**src/rtl/fetch_queue_if.sv**
```systemverilog
// Bundle of fetch-front-end signals: instruction-memory request/response,
// decode-side instruction stream, redirect input and occupancy debug output.
interface fetch_queue_if #(
    parameter int XLEN  = 32,
    parameter int DEPTH = 4
);
    logic                             fetch_en;
    logic                             redirect_valid;
    logic [XLEN-1:0]                  redirect_pc;
    logic                             imem_req_valid;
    logic                             imem_req_ready;
    logic [XLEN-1:0]                  imem_req_addr;
    logic                             imem_rsp_valid;
    logic [XLEN-1:0]                  imem_rsp_data;
    logic                             instr_valid;
    logic                             instr_ready;
    logic [XLEN-1:0]                  instr_data;
    logic [XLEN-1:0]                  instr_pc;
    logic [$clog2(DEPTH+1)-1:0]       occupancy;

    // master is the fetch queue itself; slave is the surrounding core/memory
    modport master (
        input  fetch_en, redirect_valid, redirect_pc,
        input  imem_req_ready, imem_rsp_valid, imem_rsp_data, instr_ready,
        output imem_req_valid, imem_req_addr,
        output instr_valid, instr_data, instr_pc, occupancy
    );

    modport slave (
        output fetch_en, redirect_valid, redirect_pc,
        output imem_req_ready, imem_rsp_valid, imem_rsp_data, instr_ready,
        input  imem_req_valid, imem_req_addr,
        input  instr_valid, instr_data, instr_pc, occupancy
    );
endinterface

```
**src/rtl/fetch_queue.sv**
```systemverilog
// Instruction-fetch front end: owns the fetch PC, issues credit-limited requests
// and buffers PC-tagged responses in a circular queue, flushing on redirect.
module fetch_queue #(
    parameter int              XLEN     = 32,
    parameter int              DEPTH    = 4,
    parameter logic [XLEN-1:0] RESET_PC = '0,
    parameter logic [XLEN-1:0] PC_STEP  = XLEN'(4)
) (
    input  logic           clk,
    input  logic           rst,
    fetch_queue_if.master  bus
);
    localparam int AW = $clog2(DEPTH);
    localparam int CW = $clog2(DEPTH + 1);
    // in-flight count can reach DEPTH stale plus DEPTH fresh after a redirect
    localparam int OW = $clog2(DEPTH) + 2;

    logic [XLEN-1:0] fetch_pc_reg;
    logic [OW-1:0]   outstanding_reg;
    logic [OW-1:0]   outstanding_next;
    logic [OW-1:0]   drop_cnt_reg;
    logic [CW-1:0]   count_reg;
    logic [AW-1:0]   rd_ptr_reg;
    logic [AW-1:0]   wr_ptr_reg;
    logic [AW-1:0]   tag_rd_reg;
    logic [AW-1:0]   tag_wr_reg;

    logic [XLEN-1:0] data_mem [DEPTH];
    logic [XLEN-1:0] pc_mem   [DEPTH];
    logic [XLEN-1:0] tag_mem  [DEPTH];

    logic [OW:0]      credit;
    logic             accept;
    logic             rsp_keep;
    logic             pop;
    logic             push_tag;
    logic [DEPTH-1:0] wr_sel;
    logic [DEPTH-1:0] tag_sel;

    // slots already promised: buffered entries plus responses that will be kept
    assign credit = (OW+1)'(count_reg) + (OW+1)'(outstanding_reg) - (OW+1)'(drop_cnt_reg);

    assign bus.imem_req_valid = !rst && bus.fetch_en && (credit < (OW+1)'(DEPTH));
    assign bus.imem_req_addr  = fetch_pc_reg;

    assign accept   = bus.imem_req_valid && bus.imem_req_ready;
    assign rsp_keep = bus.imem_rsp_valid && (drop_cnt_reg == '0) && !bus.redirect_valid;
    assign pop      = (count_reg != '0) && bus.instr_ready && !bus.redirect_valid;
    // requests accepted during a redirect carry a stale PC and are dropped, so no tag
    assign push_tag = accept && !bus.redirect_valid;

    assign outstanding_next = outstanding_reg + OW'(accept) - OW'(bus.imem_rsp_valid);

    assign bus.instr_valid = (count_reg != '0);
    assign bus.instr_data  = data_mem[rd_ptr_reg];
    assign bus.instr_pc    = pc_mem[rd_ptr_reg];
    assign bus.occupancy   = count_reg;

    genvar gi;
    generate
        for (gi = 0; gi < DEPTH; gi++) begin : g_sel
            assign wr_sel[gi]  = rsp_keep && (wr_ptr_reg == AW'(gi));
            assign tag_sel[gi] = push_tag && (tag_wr_reg == AW'(gi));
        end
    endgenerate

    always_ff @(posedge clk or posedge rst) begin
        if (rst) begin
            fetch_pc_reg    <= RESET_PC;
            outstanding_reg <= '0;
            drop_cnt_reg    <= '0;
            count_reg       <= '0;
            rd_ptr_reg      <= '0;
            wr_ptr_reg      <= '0;
            tag_rd_reg      <= '0;
            tag_wr_reg      <= '0;
        end else begin
            outstanding_reg <= outstanding_next;
            if (bus.redirect_valid) begin
                fetch_pc_reg <= bus.redirect_pc;
                drop_cnt_reg <= outstanding_next;
                count_reg    <= '0;
                rd_ptr_reg   <= '0;
                wr_ptr_reg   <= '0;
                tag_rd_reg   <= '0;
                tag_wr_reg   <= '0;
            end else begin
                if (accept)
                    fetch_pc_reg <= fetch_pc_reg + PC_STEP;
                if (bus.imem_rsp_valid && (drop_cnt_reg != '0))
                    drop_cnt_reg <= drop_cnt_reg - OW'(1);
                if (rsp_keep) begin
                    wr_ptr_reg <= wr_ptr_reg + AW'(1);
                    tag_rd_reg <= tag_rd_reg + AW'(1);
                end
                if (push_tag)
                    tag_wr_reg <= tag_wr_reg + AW'(1);
                if (pop)
                    rd_ptr_reg <= rd_ptr_reg + AW'(1);
                count_reg <= count_reg + CW'(rsp_keep) - CW'(pop);
            end
        end
    end

    // queue storage is cleared on reset so the head reads zero while empty
    always_ff @(posedge clk or posedge rst) begin
        if (rst) begin
            for (int i = 0; i < DEPTH; i++) begin
                data_mem[i] <= '0;
                pc_mem[i]   <= '0;
            end
        end else begin
            for (int i = 0; i < DEPTH; i++) begin
                if (wr_sel[i]) begin
                    data_mem[i] <= bus.imem_rsp_data;
                    pc_mem[i]   <= tag_mem[tag_rd_reg];
                end
            end
        end
    end

    always_ff @(posedge clk) begin
        for (int i = 0; i < DEPTH; i++) begin
            if (tag_sel[i])
                tag_mem[i] <= fetch_pc_reg;
        end
    end
endmodule

```
**src/flat_wrapper.sv**
```systemverilog
// flat-port wrapper written by rule: the top's interface ports become plain ports
module fetch_queue_flat 
#(
    parameter int              XLEN     = 32,
    parameter int              DEPTH    = 4,
    parameter logic [XLEN-1:0] RESET_PC = '0,
    parameter logic [XLEN-1:0] PC_STEP  = XLEN'(4)
)
  (clk, rst, bus_fetch_en, bus_redirect_valid, bus_redirect_pc, bus_imem_req_ready, bus_imem_rsp_valid, bus_imem_rsp_data, bus_instr_ready, bus_imem_req_valid, bus_imem_req_addr, bus_instr_valid, bus_instr_data, bus_instr_pc, bus_occupancy);
  fetch_queue_if #(.XLEN(XLEN), .DEPTH(DEPTH)) bus_i ();
  input  logic clk;
  input  logic rst;
  input wire logic [$bits(bus_i.fetch_en)-1:0] bus_fetch_en;
  input wire logic [$bits(bus_i.redirect_valid)-1:0] bus_redirect_valid;
  input wire logic [$bits(bus_i.redirect_pc)-1:0] bus_redirect_pc;
  input wire logic [$bits(bus_i.imem_req_ready)-1:0] bus_imem_req_ready;
  input wire logic [$bits(bus_i.imem_rsp_valid)-1:0] bus_imem_rsp_valid;
  input wire logic [$bits(bus_i.imem_rsp_data)-1:0] bus_imem_rsp_data;
  input wire logic [$bits(bus_i.instr_ready)-1:0] bus_instr_ready;
  output wire logic [$bits(bus_i.imem_req_valid)-1:0] bus_imem_req_valid;
  output wire logic [$bits(bus_i.imem_req_addr)-1:0] bus_imem_req_addr;
  output wire logic [$bits(bus_i.instr_valid)-1:0] bus_instr_valid;
  output wire logic [$bits(bus_i.instr_data)-1:0] bus_instr_data;
  output wire logic [$bits(bus_i.instr_pc)-1:0] bus_instr_pc;
  output wire logic [$bits(bus_i.occupancy)-1:0] bus_occupancy;
  assign bus_i.fetch_en = bus_fetch_en;
  assign bus_i.redirect_valid = bus_redirect_valid;
  assign bus_i.redirect_pc = bus_redirect_pc;
  assign bus_i.imem_req_ready = bus_imem_req_ready;
  assign bus_i.imem_rsp_valid = bus_imem_rsp_valid;
  assign bus_i.imem_rsp_data = bus_imem_rsp_data;
  assign bus_i.instr_ready = bus_instr_ready;
  assign bus_imem_req_valid = bus_i.imem_req_valid;
  assign bus_imem_req_addr = bus_i.imem_req_addr;
  assign bus_instr_valid = bus_i.instr_valid;
  assign bus_instr_data = bus_i.instr_data;
  assign bus_instr_pc = bus_i.instr_pc;
  assign bus_occupancy = bus_i.occupancy;
  fetch_queue #(.XLEN(XLEN), .DEPTH(DEPTH), .RESET_PC(RESET_PC), .PC_STEP(PC_STEP)) u_core (.clk(clk), .rst(rst), .bus(bus_i));
endmodule
```
**config.mk**
```make
export PLATFORM = sky130hd
export DESIGN_NAME = fetch_queue_flat
export DESIGN_NICKNAME = d
export VERILOG_FILES = /design/src/rtl/fetch_queue_if.sv /design/src/rtl/fetch_queue.sv /design/src/flat_wrapper.sv
export SDC_FILE = /design/constraint.sdc
export NUM_CORES = 1
export LEC_CHECK = 0
export CAP_MARGIN = 20
export CORE_MARGIN = 5
export CORE_UTILIZATION = 35
export DETAILED_ROUTE_END_ITERATION = 10
export PLACE_DENSITY_LB_ADDON = 0.25
export SYNTH_ARGS = -nofsm -noshare
export SYNTH_HDL_FRONTEND = slang
export SYNTH_SLANG_ARGS = --single-unit
```
**constraint.sdc**
```tcl
create_clock -name clk -period 19.4 [get_ports clk]
set_clock_uncertainty 0.2 [all_clocks]
set_input_delay 3.88 -clock clk [delete_from_list [all_inputs] [get_ports clk]]
set_output_delay 3.88 -clock clk [all_outputs]
set_load 0.05 [all_outputs]
```
* Word-level counts from Yosys, hierarchy flattened
Memory sizes are Yosys's and may differ from the RTL's. Cells that the tools add are included.
Cells by class: eq/ne operators 6, shift operators 0, bitwise operators 1, magnitude comparators 2, $mul 0, multiplexer cells 36, reductions and logical operators 32, add/sub/neg operators 12, div/mod/pow operators 0
Operators with widths (number):
- two-way mux 32 bit | 9
- binary-select mux 32 bit (select 2 bit) | 2
- OR reduction 32 bit | 3
- adder 32 x 3 -> 32 bit, second input constant | 1
- two-way mux 2 bit | 11
- logical AND 1 bit | 17
- two-way mux 1 bit | 11
- nonzero test 2 bit | 5
- adder 2 x 1 -> 2 bit, second input constant | 4
- == test 2 bit, second input constant | 4
- two-way mux 4 bit | 2
- adder 3 x 4 -> 5 bit | 1
- less-than comparator 5 x 3 -> 1 bit, second input constant | 1
- subtractor 5 x 4 -> 5 bit | 1
- adder 4 x 1 -> 4 bit | 1
- == test 2 x 1 -> 1 bit, second input constant | 2
- logical NOT 2 bit | 2
- logical NOT 4 bit | 1
- nonzero test 4 bit | 1
- subtractor 4 x 1 -> 4 bit | 1
- subtractor 4 x 1 -> 4 bit, second input constant | 1
- adder 3 x 1 -> 3 bit | 1
- >= comparator 3 bit, second input constant | 1
- two-way mux 3 bit | 1
- 4 further kinds | 5
Storage, ports and cells: logic and storage cells 106, output and inout bits 101, memories 1, memory bits (writable) 128, latch bits 0, flip-flop bits (word level) 307, bits of input ports 71, ROM bits 0
Memory list:
- u_core.tag_mem | depth 4, width 32, read ports 1, clocked after memory_dff 0, wr ports 1, line fetch_queue.sv:30 | logic [XLEN-1:0] tag_mem [DEPTH];

* Logic depth before layout (Yosys ltp)
Gate-level depths: netlist (run 1).
depth after elaboration 13, depth in mapped cells 16, depth with buffers taken out 15

* Worst setup path after synthesis (run 1)
No wires, ideal clock.
path kind input to output, from input port rst, to output port bus_imem_req_valid, required time 15.320 ns, arrival time 11.198 ns, slack 4.122 ns, stages on the path 2, path buffers 0, path through inv_1 o211a_1
Between the ends: word-level cells in the longest chain between the ends 3
RTL lines:
- start, declared | line flat_wrapper.sv:12 | input logic rst;
- logical NOT 1 bit | line fetch_queue.sv:43 | assign bus.imem_req_valid = !rst && bus.fetch_en && (credit < (OW+1)'(DEPTH));
- logical AND 1 bit (2 in a row) | line fetch_queue.sv:43
- end, declared | line flat_wrapper.sv:20 | output wire logic [$bits(bus_i.imem_req_valid)-1:0] bus_imem_req_valid;
No other way between the ends.

* Final worst setup path (run 1)
Ends and elaborated chain as after synthesis.

==> impl_metrics.ini, run 1 <==
[cells_and_area]
fin_util_pct = 42.5
antenna_cells = 0
register_area_sq_um = 11500
reg_top3 = u_core.data_mem (128), u_core.pc_mem (128), u_core.tag_mem (128)
synthToLayoutAreaGrowth_pct = 20.2
drive_above_1_share_pct = 33.6
fill_cells = 5073
multi_input_area_sq_um = 7870
nets = 1404

[sta]
tns_ps = 0
slew_violations = 0
hold_violations = 0
worst_slew_pin_slew_ps = 894
fin_crit_sh_pct = 51.9
final-setup-viol-count = 0
rsz0062_at_grt = no
min_period_ps = 10060
fmax_ghz = 0.0994
relSlewSlack_pct = 40.4

[power]
ir_worst_vdd_uv = 70.8
leakage_uw = 0.0105
power.density_nw_per_um2 = 133

[cts]
htree_levels = 2
cts_hold_buf = 0
cts_buffer_depth = 3
cts_buffers = 50
ctsResizeCount = 0
postCtsSetupRepairBufs = 0
clkLatencyLatePin_ps = 590
cts_tree = yes
clock-sinks = 435
clk_pin_slew_ps = 60
cts-root-buf = clkbuf_16

[worst_setup_path]
critPathCaptureType = output pin
required_ps = 15320
crit_path_end = bus_imem_req_valid
worst-path-max-fanout = 94
critPathKind = primary input to output pin
r2r_start = u_core.bus.occupancy[1]
r2r-end = u_core.tag_mem[1][28]
cp-startpoint = rst
reg2reg_slack_ps = 15490
reg2reg_depth = 11
worstPathArrival_ps = 5980
cp-start-kind = primary input

[logic_synthesis]
synth_top_area_cell = dfrtp_1
yosysMostFrequentCell = dfrtp_1
yosysWarnings = 0
post-synth-top-area-fraction_pct = 38.5
ys_async_sr_fraction_pct = 70.6
syn_nets = 1227
synth_common_cells = 307 x dfrtp_1, 240 x mux2_4, 128 x edfxtp_1
seq_area_frac_synth_pct = 57.8
synth-edff-count = 128
postSynthAreaPerCell_sq_um = 17.6
synth.cell_area_sq_um = 19900
dominantRegCellSynth = dfrtp_1
syn_inst = 1130
yosysUniqueCellTypes = 57
ys_ff_latch = 435
synth_area_leaders = dfrtp_1 39%, edfxtp_1 19%, mux2_4 18%

[place]
gp_congestion = 0.751
hpwl_mm = 26.7
numPortBuffers = 171

[die]
die_area_sq_um = 61800
coreArea_sq_um = 56400
die_h_um = 249
die_w_um = 249
io_pins = 172
rows = 87
start_util_pct = 35.4

[detailed_routing]
via_per_inst = 4.91
num_vias = 10300
post_drt_wl_per_cell_um = 21.3
dr.pass1.iters = 4
ant_nets = 0
drc = 0
drt_wl_total_mm = 44.6
drtIter0Drc = 442

[run]
maxCapViolations = 0

[global_routing]
grt_pass1_wl_mm = 70.4
antenna_found_initial = 0
grt_util_all_layers_pct = 14.3
grt_pass1_vias = 11600
grt_start_max_net_pins = 165
grt_overflow = 0

[outcome]
outcome = finished, final reports clean

[min_path]
hold_class = register to register
where the power goes:
group | leakage [uW] | internal [uW] | total (uW) | switching (uW)
Combinational | 0.00446 | 463 | 1070 | 605
Sequential | 0.00526 | 1060 | 1160 | 97.2
Clock | 0.000819 | 588 | 967 | 379
layout make-up:
| type | instances | area share [%] |
|---|---|---|
| clock buffer | 66 | 5.68 |
| clock inverter | 22 | 1.32 |
| inverter | 31 | 0.517 |
| multi-input combinational | 604 | 32.8 |
| sequential | 435 | 48.1 |
| tap | 756 | 3.95 |
| timing repair buffer | 185 | 7.61 |
cell families after synthesis:
group | after synthesis | share of synthesized area [%]
xor+xnor | 38 | 1.67
buf+inv | 91 | 2.75
fa+ha+maj | 26 | 1.78
compound gates | 65 | 2.19
mux | 361 | 30.3
flops | 435 | 57.8
simple gates | 114 | 3.50
critical path, cell delays in order:
cell             delay [ps]
clkdlybuf4s50_1         500
inv_8                   530
o211a_1                 250
clkdlybuf4s50_1         800
metal layers:
| metal | global-route usage (%) | vias up | share of wire, % |
|---|---|---|---|
| met5 | 0 | - | 0 |
| met4 | 3.37 | 0 | 1.7 |
| met3 | 2.98 | 63 | 4.6 |
| met2 | 23.2 | 203 | 47 |
| met1 | 19.8 | 5429 | 47 |
| li1 | - | 4602 | - |
per-stage QoR:
| stage | cells | hold slack [ps] | area [sq um] | setup slack, ps | total power (uW) |
|---|---|---|---|---|---|
| floorplan | 1130 | 259 | 19900 | 4120 | 1920 |
| global placement | 2011 | 268 | 22300 | 9270 | 2240 |
| detailed placement | 2011 | 280 | 22300 | 9270 | 2260 |
| CTS | 2099 | 293 | 24000 | 9260 | 3250 |
| global route | 2099 | 311 | 24000 | 9190 | 3340 |
| finish | 2099 | 286 | 24000 | 9340 | 3190 |
how the worst min path moves through the flow:
stage | startpoint | to | slack [ps] | cells after the start
floorplan | u_core.pc_mem[59] | u_core.pc_mem[59] | 260 | 1
finish | u_core.data_mem[127] | u_core.data_mem[127] | 290 | 1
detailed placement | u_core.data_mem[127] | u_core.data_mem[127] | 280 | 1
global placement | u_core.pc_mem[93] | u_core.pc_mem[93] | 270 | 1
global route | u_core.data_mem[48] | u_core.data_mem[48] | 310 | 1
CTS | u_core.pc_mem[30] | u_core.pc_mem[30] | 290 | 1
cells in the final DEF, fill, tap and decap left out, types with 3 or more instances in the layout:
master,Yosys,layout
mux2_1,16,16
mux4_2,96,96
inv_1,31,30
bufinv_16,0,7
mux2i_1,3,3
mux2_2,6,6
o211ai_1,10,10
nand2_8,4,4
xnor2_1,16,16
xor2_1,22,22
clkbuf_16,0,51
a21oi_1,5,5
clkbuf_1,18,12
buf_4,2,13
clkbuf_8,0,3
edfxtp_1,128,128
o21ai_0,4,4
nor2b_1,4,4
and3_1,6,6
fa_1,4,4
ha_1,22,22
and4_1,3,3
clkinv_2,0,7
dfrtp_1,307,303
nor4_1,4,4
nand4_1,5,5
and2_1,7,7
mux2_4,240,240
o2111ai_1,11,11
nor2_1,21,21
nand3_1,10,10
nand2_1,31,31
nand2b_1,3,3
clkdlybuf4s50_1,0,170
o21ai_1,21,21
No activity file was read; power rests on OpenSTA's default activity.
==> run 2: changes to the inputs <==
==> constraint.sdc (replaced) <==
create_clock -name clk -period 8.9 [get_ports clk]
set_clock_uncertainty 0.2 [all_clocks]
set_input_delay 1.78 -clock clk [delete_from_list [all_inputs] [get_ports clk]]
set_output_delay 1.78 -clock clk [all_outputs]
set_load 0.05 [all_outputs]
==> run 2 against run 1 <==
Against the previous run:
- count of clock-buffer cells in the layout is 1 higher
- largest cell class unchanged
- combinational power is 120% higher
- die area stayed put
- register-to-register slack worse by 11000 ps
- sequential power is 120% higher
- first-iteration DRC count is 14% higher
- routed wire length is 1.6% lower
- critical path depth is 5 higher
- via count is 0.86% higher
- final cell count is 0.19% higher
- largest power group unchanged
- global-route usage is 0.13 points lower
- flip-flop and latch count stayed put
==> impl_metrics.ini, run 2 (synthesis gave the netlist of run 1 again) <==
[outcome]
outcome = finished, final reports clean

[cells_and_area]
nets = 1406
antenna_cells = 0
reg_top3 = u_core.data_mem (128), u_core.pc_mem (128), u_core.tag_mem (128)
drive_above_1_share_pct = 33.5
final_common_cell = dfrtp_1
final_cell_mix = 303 x dfrtp_1, 240 x mux2_4, 170 x clkdlybuf4s50_1, 128 x edfxtp_1, 96 x mux4_2
synthToLayoutAreaGrowth_pct = 20.0
fill_cells = 5064
fin_util_pct = 42.4

[die]
die_area_sq_um = 61800
die_h_um = 249
die_w_um = 249
rows = 87
io_pins = 172
start_util_pct = 35.4
coreArea_sq_um = 56400

[sta]
fmax_ghz = 0.176
final-setup-viol-count = 0
slew_violations = 0
relSlewSlack_pct = 25.2
tns_ps = 0
rsz0062_at_grt = no
fin_crit_sh_pct = 63.8
worst_slew_pin_slew_ps = 1120
min_period_ps = 5680
hold_violations = 0

[worst_setup_path]
cp-start-kind = register
cpMostUsedCell = inv_1
cp-startpoint = u_core.bus.occupancy[2]
reg2reg_depth = 14
r2r-end = u_core.drop_cnt_reg[2]
reg2reg_slack_ps = 4940
cp_num_buf_inv = 4
max_stage_delay_ps = 800
critPathKind = register to output pin
critPathCaptureType = output pin
path_delay_family = buffers and inverters
r2r_start = u_core.bus.occupancy[2]
worstPathArrival_ps = 3700
worstPathCellList = inv_1, fa_1, inv_1, ha_1, or3_4, nor3_2, buf_4, o211a_1, clkdlybuf4s50_1
worst-path-max-fanout = 15
slowest_stage = clkdlybuf4s50_1
required_ps = 6920

[detailed_routing]
dr.pass1.iters = 4
drtIter0Drc = 506
via_per_inst = 4.94
ant_nets = 0
drc = 0
drt_wl_total_mm = 43.9
num_vias = 10400
post_drt_wl_per_cell_um = 20.9

[global_routing]
grt_util_all_layers_pct = 14.1
grt_pass1_vias = 11400
grt_start_max_net_pins = 85
grt_use_met1_pct = 20.5
grt_pass1_wl_mm = 70.3
grtUsageMet2_pct = 21.9
grt_overflow = 0
grt_use_met3_pct = 3.04
top_usage_layer = met2
antenna_found_initial = 0

[cts]
cts_buffer_depth = 3
cts_tree = yes
cts_hold_buf = 0
cts-root-buf = clkbuf_16
htree_levels = 2
postCtsSetupRepairBufs = 0
clkLatencyLatePin_ps = 580
cts_buffers = 48
clk_pin_slew_ps = 60
clock-sinks = 435
ctsResizeCount = 0

[min_path]
hold_class = register to register
min_path_cells = 1
hold_end = u_core.pc_mem[28]
min_from = u_core.pc_mem[28]

[power]
power.density_nw_per_um2 = 285
p_total_uw = 6810
ir_worst_vdd_uv = 206
leakage_uw = 0.0105

[place]
hpwl_mm = 26.2
gp_congestion = 0.748
numPortBuffers = 171

[run]
maxCapViolations = 0
-- run 2: worst register-to-register path, stage by stage (launching register included) --
cell	delay, ps
dfrtp_1	400
inv_1	90
fa_1	530
inv_1	40
ha_1	320
or3_4	420
nor4_4	570
nor2_2	200
inv_1	100
ha_1	170
inv_1	60
fa_1	370
xnor2_1	220
nand2_1	80
o21ai_0	100
-- run 2: how the worst max path moves through the flow --
stage	to	slack (ps)	depth (start not counted)
after detailed placement	bus_imem_req_valid	3680	4
final	bus_imem_req_valid	3220	9
after global placement	bus_imem_req_valid	3650	4
after CTS	bus_instr_pc[12]	3060	3
after global routing	bus_instr_pc[12]	2990	3
after floorplan	bus_imem_req_valid	50	2
-- run 2: power breakdown --
part | switching [uW] | internal, uW | total, uW
Sequential | 227 | 2310 | 2540
Combinational | 1300 | 1010 | 2310
Clock | 809 | 1160 | 1970
Total | 2330 | 4480 | 6810
-- run 2: final cells by class --
class	instances	area [sq um]	area share, %
clock buffers	67	1320	5.53
repair buffers	189	1900	7.95
flip-flops and latches	435	11500	48.2
multi-input cells	604	7870	32.9
inverters	31	120	0.502
well taps	756	946	3.95
clock inverters	21	236	0.988
-- run 2: per-stage QoR --
step                std cells  instance area [sq um]  worst slack (ps)  hold WS [ps]
finish                   2103                  23900              3220           286
global route             2103                  23900              2990           309
CTS                      2100                  23800              3060           293
detailed placement       2012                  22300              3680           280
global placement         2012                  22300              3650           269
floorplan                1130                  19900              47.4           259
-- run 2: layer usage --
layer,part of all wire (%),vias up
met4,1.9,0
met3,4.3,65
met2,46,206
met1,48,5492
li1,-,4623
met5,0,-
